--- src/rtl/mem_port_arbiter_if.sv ---
`timescale 1ns/1ps
`default_nettype none
// ============================================================================
// Module      : mem_port_arbiter_if
// Description : Bundle of the imem/dmem request ports and the SRAM port.
//               master = core + SRAM side, slave = arbiter side.
// Revision    : 1.0 - initial release
// ============================================================================
interface mem_port_arbiter_if #(
    parameter int ADDR_WIDTH = 32,
    parameter int DATA_WIDTH = 32
);
    logic                  imem_req_i;
    logic [ADDR_WIDTH-1:0] imem_addr_i;
    logic [DATA_WIDTH-1:0] imem_rdata_o;
    logic                  imem_ack_o;

    logic                  dmem_req_i;
    logic                  dmem_we_i;
    logic [ADDR_WIDTH-1:0] dmem_addr_i;
    logic [DATA_WIDTH-1:0] dmem_wdata_i;
    logic [DATA_WIDTH-1:0] dmem_rdata_o;
    logic                  dmem_ack_o;

    logic                  mem_en_o;
    logic                  mem_we_o;
    logic [ADDR_WIDTH-1:0] mem_addr_o;
    logic [DATA_WIDTH-1:0] mem_wdata_o;
    logic [DATA_WIDTH-1:0] mem_rdata_i;

    logic                  busy_o;

    modport master (
        output imem_req_i, imem_addr_i,
        input  imem_rdata_o, imem_ack_o,
        output dmem_req_i, dmem_we_i, dmem_addr_i, dmem_wdata_i,
        input  dmem_rdata_o, dmem_ack_o,
        input  mem_en_o, mem_we_o, mem_addr_o, mem_wdata_o,
        output mem_rdata_i,
        input  busy_o
    );

    modport slave (
        input  imem_req_i, imem_addr_i,
        output imem_rdata_o, imem_ack_o,
        input  dmem_req_i, dmem_we_i, dmem_addr_i, dmem_wdata_i,
        output dmem_rdata_o, dmem_ack_o,
        output mem_en_o, mem_we_o, mem_addr_o, mem_wdata_o,
        input  mem_rdata_i,
        output busy_o
    );
endinterface
`default_nettype wire

--- src/rtl/mem_port_arbiter.sv ---
`timescale 1ns/1ps
`default_nettype none
// ============================================================================
// Module      : mem_port_arbiter
// Description : Serialises imem/dmem requests onto one synchronous SRAM port,
//               dmem priority, EXTRA_WAIT wait states, one-cycle ack pulse.
// Revision    : 1.0 - initial release
// ============================================================================
module mem_port_arbiter #(
    parameter int ADDR_WIDTH = 32,
    parameter int DATA_WIDTH = 32,
    parameter int EXTRA_WAIT = 0
) (
    input  logic               clk_i,
    input  logic               arst_ni,
    mem_port_arbiter_if.slave  bus
);
    localparam int C_CNT_W = (EXTRA_WAIT > 0) ? $clog2(EXTRA_WAIT + 1) : 1;
    localparam logic [C_CNT_W-1:0] C_CNT_LOAD =
        C_CNT_W'((EXTRA_WAIT > 0) ? EXTRA_WAIT - 1 : 0);

    typedef enum logic [2:0] {
        S_IDLE   = 3'd0,
        S_ACCESS = 3'd1,
        S_LATCH  = 3'd2,
        S_WAIT   = 3'd3,
        S_RESP   = 3'd4
    } state_t;

    state_t                r_state;
    state_t                w_state_nxt;
    logic                  r_owner_d;
    logic [ADDR_WIDTH-1:0] r_addr;
    logic                  r_we;
    logic [DATA_WIDTH-1:0] r_wdata;
    logic [DATA_WIDTH-1:0] r_rdata;
    logic [C_CNT_W-1:0]    r_cnt;
    logic                  w_grant_d;
    logic                  w_grant_i;

    assign w_grant_d = bus.dmem_req_i;
    assign w_grant_i = bus.imem_req_i & ~bus.dmem_req_i;

    always_ff @(posedge clk_i or negedge arst_ni) begin
        if (!arst_ni) begin
            r_state <= S_IDLE;
        end else begin
            r_state <= w_state_nxt;
        end
    end

    always_comb begin
        w_state_nxt = r_state;
        case (r_state)
            S_IDLE:   if (w_grant_d || w_grant_i) w_state_nxt = S_ACCESS;
            S_ACCESS: w_state_nxt = S_LATCH;
            S_LATCH:  w_state_nxt = (EXTRA_WAIT > 0) ? S_WAIT : S_RESP;
            S_WAIT:   if (r_cnt == '0) w_state_nxt = S_RESP;
            S_RESP:   w_state_nxt = S_IDLE;
            default:  w_state_nxt = S_IDLE;
        endcase
    end

    // Request fields are captured only at grant; later changes are ignored.
    always_ff @(posedge clk_i or negedge arst_ni) begin
        if (!arst_ni) begin
            r_owner_d <= 1'b0;
            r_addr    <= '0;
            r_we      <= 1'b0;
            r_wdata   <= '0;
            r_rdata   <= '0;
            r_cnt     <= '0;
        end else begin
            if ((r_state == S_IDLE) && (w_grant_d || w_grant_i)) begin
                r_owner_d <= w_grant_d;
                r_addr    <= w_grant_d ? bus.dmem_addr_i : bus.imem_addr_i;
                r_we      <= w_grant_d & bus.dmem_we_i;
                r_wdata   <= w_grant_d ? bus.dmem_wdata_i : '0;
            end
            if (r_state == S_LATCH) begin
                if (!r_we) begin
                    r_rdata <= bus.mem_rdata_i;
                end
                r_cnt <= C_CNT_LOAD;
            end else if ((r_state == S_WAIT) && (r_cnt != '0)) begin
                r_cnt <= r_cnt - C_CNT_W'(1);
            end
        end
    end

    assign bus.mem_en_o     = (r_state == S_ACCESS);
    assign bus.mem_we_o     = (r_state == S_ACCESS) & r_we;
    assign bus.mem_addr_o   = r_addr;
    assign bus.mem_wdata_o  = r_wdata;
    assign bus.imem_ack_o   = (r_state == S_RESP) & ~r_owner_d;
    assign bus.dmem_ack_o   = (r_state == S_RESP) &  r_owner_d;
    assign bus.imem_rdata_o = r_rdata;
    assign bus.dmem_rdata_o = r_rdata;
    assign bus.busy_o       = (r_state != S_IDLE);

endmodule
`default_nettype wire

--- src/flat_wrapper.sv ---
// flat-port wrapper written by rule: the top's interface ports become plain ports
module mem_port_arbiter_flat 
#(
    parameter int ADDR_WIDTH = 32,
    parameter int DATA_WIDTH = 32,
    parameter int EXTRA_WAIT = 0
)
  (clk_i, arst_ni, bus_imem_req_i, bus_imem_addr_i, bus_imem_rdata_o, bus_imem_ack_o, bus_dmem_req_i, bus_dmem_we_i, bus_dmem_addr_i, bus_dmem_wdata_i, bus_dmem_rdata_o, bus_dmem_ack_o, bus_mem_en_o, bus_mem_we_o, bus_mem_addr_o, bus_mem_wdata_o, bus_mem_rdata_i, bus_busy_o);
  mem_port_arbiter_if #(.ADDR_WIDTH(ADDR_WIDTH), .DATA_WIDTH(DATA_WIDTH)) bus_i ();
  input  logic clk_i;
  input  logic arst_ni;
  input wire logic [$bits(bus_i.imem_req_i)-1:0] bus_imem_req_i;
  input wire logic [$bits(bus_i.imem_addr_i)-1:0] bus_imem_addr_i;
  output wire logic [$bits(bus_i.imem_rdata_o)-1:0] bus_imem_rdata_o;
  output wire logic [$bits(bus_i.imem_ack_o)-1:0] bus_imem_ack_o;
  input wire logic [$bits(bus_i.dmem_req_i)-1:0] bus_dmem_req_i;
  input wire logic [$bits(bus_i.dmem_we_i)-1:0] bus_dmem_we_i;
  input wire logic [$bits(bus_i.dmem_addr_i)-1:0] bus_dmem_addr_i;
  input wire logic [$bits(bus_i.dmem_wdata_i)-1:0] bus_dmem_wdata_i;
  output wire logic [$bits(bus_i.dmem_rdata_o)-1:0] bus_dmem_rdata_o;
  output wire logic [$bits(bus_i.dmem_ack_o)-1:0] bus_dmem_ack_o;
  output wire logic [$bits(bus_i.mem_en_o)-1:0] bus_mem_en_o;
  output wire logic [$bits(bus_i.mem_we_o)-1:0] bus_mem_we_o;
  output wire logic [$bits(bus_i.mem_addr_o)-1:0] bus_mem_addr_o;
  output wire logic [$bits(bus_i.mem_wdata_o)-1:0] bus_mem_wdata_o;
  input wire logic [$bits(bus_i.mem_rdata_i)-1:0] bus_mem_rdata_i;
  output wire logic [$bits(bus_i.busy_o)-1:0] bus_busy_o;
  assign bus_i.imem_req_i = bus_imem_req_i;
  assign bus_i.imem_addr_i = bus_imem_addr_i;
  assign bus_imem_rdata_o = bus_i.imem_rdata_o;
  assign bus_imem_ack_o = bus_i.imem_ack_o;
  assign bus_i.dmem_req_i = bus_dmem_req_i;
  assign bus_i.dmem_we_i = bus_dmem_we_i;
  assign bus_i.dmem_addr_i = bus_dmem_addr_i;
  assign bus_i.dmem_wdata_i = bus_dmem_wdata_i;
  assign bus_dmem_rdata_o = bus_i.dmem_rdata_o;
  assign bus_dmem_ack_o = bus_i.dmem_ack_o;
  assign bus_mem_en_o = bus_i.mem_en_o;
  assign bus_mem_we_o = bus_i.mem_we_o;
  assign bus_mem_addr_o = bus_i.mem_addr_o;
  assign bus_mem_wdata_o = bus_i.mem_wdata_o;
  assign bus_i.mem_rdata_i = bus_mem_rdata_i;
  assign bus_busy_o = bus_i.busy_o;
  mem_port_arbiter #(.ADDR_WIDTH(ADDR_WIDTH), .DATA_WIDTH(DATA_WIDTH), .EXTRA_WAIT(EXTRA_WAIT)) u_core (.clk_i(clk_i), .arst_ni(arst_ni), .bus(bus_i));
endmodule
--- config.mk ---
export PLATFORM = sky130hd
export DESIGN_NAME = mem_port_arbiter_flat
export DESIGN_NICKNAME = d
export VERILOG_FILES = /design/src/rtl/mem_port_arbiter_if.sv /design/src/rtl/mem_port_arbiter.sv /design/src/flat_wrapper.sv
export SDC_FILE = /design/constraint.sdc
export NUM_CORES = 1
export LEC_CHECK = 0
export CORE_MARGIN = 5
export CORE_UTILIZATION = 41
export DETAILED_ROUTE_END_ITERATION = 7
export PLACE_DENSITY = 0.87
export SETUP_SLACK_MARGIN = 0.1
export SLEW_MARGIN = 20
export SYNTH_ARGS = -nofsm -noshare
export SYNTH_HDL_FRONTEND = slang
export SYNTH_SLANG_ARGS = --single-unit
--- constraint.sdc ---
create_clock -name clk_i -period 5.2 [get_ports clk_i]
set_clock_uncertainty 0.1 [all_clocks]
set_input_delay 1.04 -clock clk_i [delete_from_list [all_inputs] [get_ports clk_i]]
set_output_delay 1.04 -clock clk_i [all_outputs]
set_load 0.02 [all_outputs]
======== After elaboration in Yosys (flattened, before gate mapping) ========
Cells that the tools add are included.
operators by class
  add/subtract/negate cells ............... 1
  multipliers ............................. 0
  divide/modulo/power cells ............... 0
  $lt $le $gt $ge ......................... 0
  eq/ne operators ......................... 6
  shift operators ......................... 0
  multiplexer cells ....................... 7
  bitwise logic cells ..................... 8
  reductions and logical operators ........ 8
operators by type and width
  cell                                                 count
  two-way mux 32 bit                                   2
  one-hot mux 3 bit (4 select lines)                   1
  equality test 3 x 2 -> 1 bit, second input constant  2
  two-way mux 3 bit                                    2
  AND 1 bit                                            5
  != test 2 bit, second input constant                 2
  AND reduction 2 bit                                  2
  equality test 3 x 1 -> 1 bit, second input constant  1
  equality test 3 bit, second input constant           1
  logical NOT 3 bit                                    1
  inverter 1 bit                                       3
  nonzero test 3 bit                                   1
  logical AND 1 bit                                    2
  two-way mux 1 bit                                    2
  nonzero test 2 bit                                   1
  logical OR 1 bit                                     1
  subtractor 1 bit, second input constant              1
storage, ports and cells
  register bits after elaboration ......... 102
  latch bits .............................. 0
  RAM bits ................................ 0
  bits in read-only memories .............. 0
  output and inout port bits .............. 133
  word-level logic and storage cells ...... 37
  memories ................................ 0

======== Logic depth before layout (Yosys ltp) ========
  depth in word-level cells ............... 5
  depth in mapped cells ................... 6
  mapped depth without buffers ............ 3

======== Worst setup path before layout ========
No wires, ideal clock.
  kind .................................... register to output
  start ................................... register u_core.r_state[0]
  end ..................................... output port bus_imem_ack_o
  data arrival time ....................... 1.252 ns
  data required time ...................... 4.060 ns
  slack ................................... 2.808 ns
  stages on the path, launching flop included .. 3
  buffers on the path ..................... 1
  cell sequence ........................... dfrtp_1 -> buf_6 -> nor4b_1
between the ends
  longest elaborated chain between the ends .. 2
RTL lines
  element                 RTL line                text
  from (decl)             mem_port_arbiter.sv:30  state_t r_state;
  from (signal assigned)  mem_port_arbiter.sv:48  r_state <= w_state_nxt;
  equality test 3 bit     mem_port_arbiter.sv:95  assign bus.imem_ack_o = (r_state == S_RESP) & ~r_owner_d;
  AND 1 bit               mem_port_arbiter.sv:95
  to (decl)               flat_wrapper.sv:15      output wire logic [$bits(bus_i.imem_ack_o)-1:0] bus_imem_ack_o;
Every way passes these cells.

======== Worst setup path after layout ========
  start ................................... register u_core.r_state[0]
  end ..................................... output port bus_mem_we_o
between the ends
  longest elaborated chain between the ends .. 2
RTL lines
  element                       RTL line                text
  equality test 3 x 1 -> 1 bit  mem_port_arbiter.sv:92  assign bus.mem_we_o = (r_state == S_ACCESS) & r_we;
  AND 1 bit                     mem_port_arbiter.sv:92
  to (decl)                     flat_wrapper.sv:23      output wire logic [$bits(bus_i.mem_we_o)-1:0] bus_mem_we_o;
Every way passes these cells.

==> results.ini <==
[synthesis]
synthSimpleGateAreaFrac_pct = 1.98
synth_fp_nets = 431
yosysWarnings = 0
yosys.cell_types.count = 22
synth_top_family_by_area = multiplexers
synth_mux_area_share_pct = 24.4
synth_fa_ha_area_share_pct = 0
yosysSeqAreaShare_pct = 57.7
synth_area_sq_mm = 0.00442
synth_compound_area_share_pct = 7.47
ys_ff_latch = 102
synth-xor-area-share_pct = 0
syn_area_per_cell_sq_um = 14.8
synthCells = 298

[finish]
layout-drive-gt1-share_pct = 22.7
multi_input_area_sq_mm = 0.00151
antenna_cells = 0
layout.nets = 662
area_delta_synth_final_pct = 62.2
regArea_sq_mm = 0.00255
fill_cells = 788

[timing]
relSlewSlack_pct = 45.1
rsz0062_at_grt = false
period_share_pct = 59.4
tns_ns = 0
worst_hold_slack_ns = 0.410
setup_slack_ns = 2.11
hold_viol = 0
setup_viol = 0
slew_violations = 0
min_period_ns = 3.09
max_freq_mhz = 324
worst_slew_pin_slew_ns = 0.823

[die]
pin_count = 266
die_w_um = 114
rows = 38
dieArea_sq_mm = 0.0130
start_util_pct = 41.3
coreArea_sq_mm = 0.0107
die_h_um = 114

[placement]
place_ws_ns = 1.73
io_buffers = 265
place_congestion = 0.780
dp_hpwl_mm = 9.40

[cts]
post_cts_buffers = 0
cts.sinks = 102
cts_inserted_buffers = 9
cts_tree = built
clk_path_buf_depth = 2
path_clk_slew_ns = 0.10
post_cts_resized = 0
root_buffer = clkbuf_8
cts_hold_buf = 0
worstSkewPairLatency_ns = 0.35
cts_max_level = 3

[hold_path]
hold_start = u_core.bus.mem_addr_o[18]
hold_class = flip-flop to flip-flop

[grt]
grt_usage_pct = 18.3
grt_pass1_vias = 3653
antenna_found_initial = 0
grt_pass1_wl_mm = 18.9
grt_max_degree = 68
grt-ovfl-total = 0

[pwr]
power_mw = 4.59
vdd_drop_max_uv = 345
p_leak_nw = 2.95
powerDensity_mw_per_mm2 = 640

[detailed_routing]
wl_per_cell_um = 18.0
antenna_left = 0
dr.pass1.iters = 4
drt-total-wl_mm = 12.1
drc = 0
vias_per_cell = 4.82
via_count = 3252
drt_iter0_drc = 117

[worst_setup_path]
cp_max_fo = 8
criticalPathCategory = flip-flop to primary output
endpoint_kind = primary output
arrival_ns = 1.95
cp-startpoint = u_core.r_state[0]
reg2reg_from = u_core.r_state[0]
required_ns = 4.06
critPathLaunchType = flip-flop

[run_status]
status = finished clean

[job]
drv_cap = 0

-- cells in the final DEF (no fill, tap or decap), drive strengths merged, types with 2 or more instances in the layout --
master,netlist,final
nor4b,2,2
dfrtp,102,102
a21oi,2,2
mux2,96,96
and2,2,2
clkbuf,6,9
bufinv,0,2
nand2b,2,2
clkdlybuf4s50,0,263
clkinv,0,4
a22o,33,33
buf,44,7
-- per-stage QoR --
step	instances	instance area [sq um]	utilization, %
2_1_floorplan	298	4420	-
3_3_place_gp	657	6920	64.7
3_5_place_dp	657	6920	64.7
4_1_cts	673	7140	66.8
5_1_grt	674	7170	67.0
6_report	674	7170	67.0
-- power breakdown --
part / internal, mW / leakage [nW] / switching [mW] / total (mW)
sequential: 1.18 / 1.24 / 0.265 / 1.44
combinational: 1.40 / 1.60 / 1.21 / 2.61
clock: 0.273 / 0.109 / 0.270 / 0.543
total: 2.85 / 2.95 / 1.74 / 4.59
-- cell type report --
type | count | area share [%]
flip-flops and latches | 102 | 35.6
multi-input cells | 145 | 21.1
clock buffers | 9 | 1.73
inverters | 1 | 0.0523
well taps | 140 | 2.44
clock inverters | 7 | 1.38
repair buffers | 270 | 37.7
-- cells in the mapped netlist --
library cell  count  share of area, %
dfrtp_1         102                58
mux2_2           94                24
a22o_1           33               6.5
buf_4            32               5.4
buf_6             7               1.8
clkbuf_1          6              0.51
buf_2             5              0.57
a21oi_1           2              0.23
and2_1            2              0.28
mux2_1            2              0.51
nand2b_1          2              0.28
a21o_1            1              0.17
inv_1             1             0.085
nand2_1           1             0.085
nor2_1            1             0.085
nor3_2            1              0.23
nor4b_1           1              0.20
nor4b_2           1              0.34
nor4bb_1          1              0.23
o21ai_0           1              0.11
o21bai_4          1              0.42
or3_4             1              0.25
-- layer usage --
metal,wire [um],GRT usage [%]
met2,6310,32.1
met5,0,0
met1,4480,20.9
met4,255,6.65
met3,1110,6.10
-- worst paths after layout --
| path | cells past startpoint | slack, ns | endpoint |
|---|---|---|---|
| worst max-delay path | 4 | 2.11 | bus_mem_we_o |
| worst min-delay path | 1 | 0.41 | u_core.bus.mem_addr_o[18] |
| worst max register to register | 5 | 2.87 | u_core.bus.mem_addr_o[16] |
| worst min register to register | 1 | 0.41 | u_core.bus.mem_addr_o[18] |
| max in group asynchronous | 2 | 3.35 | u_core.bus.mem_wdata_o[30] |
| min in group asynchronous | 1 | 0.66 | u_core.bus.mem_wdata_o[6] |
-- sequential cells by signal (all words and copies together), names as in the netlist --
name / cells
u_core.r_we: 1
u_core.r_cnt: 1
u_core.r_state: 3
u_core.bus.mem_wdata_o: 32
u_core.bus.dmem_rdata_o: 32
u_core.r_owner_d: 1
u_core.bus.mem_addr_o: 32
-- cell families after synthesis --
kind of cell,Yosys count
AND/OR/NAND/NOR,11
buffers and inverters,51
AO/OA/AOI/OAI,38
multiplexers,96
flip-flops,102
-- critical path, cell delays in order, from the launching register on --
cell and delay (ns):
dfrtp_1 0.57, nand2b_1 0.12, nor2_1 0.13, and2_1 0.15
clkdlybuf4s50_1 0.61
No activity file was read; power rests on OpenSTA's default activity.
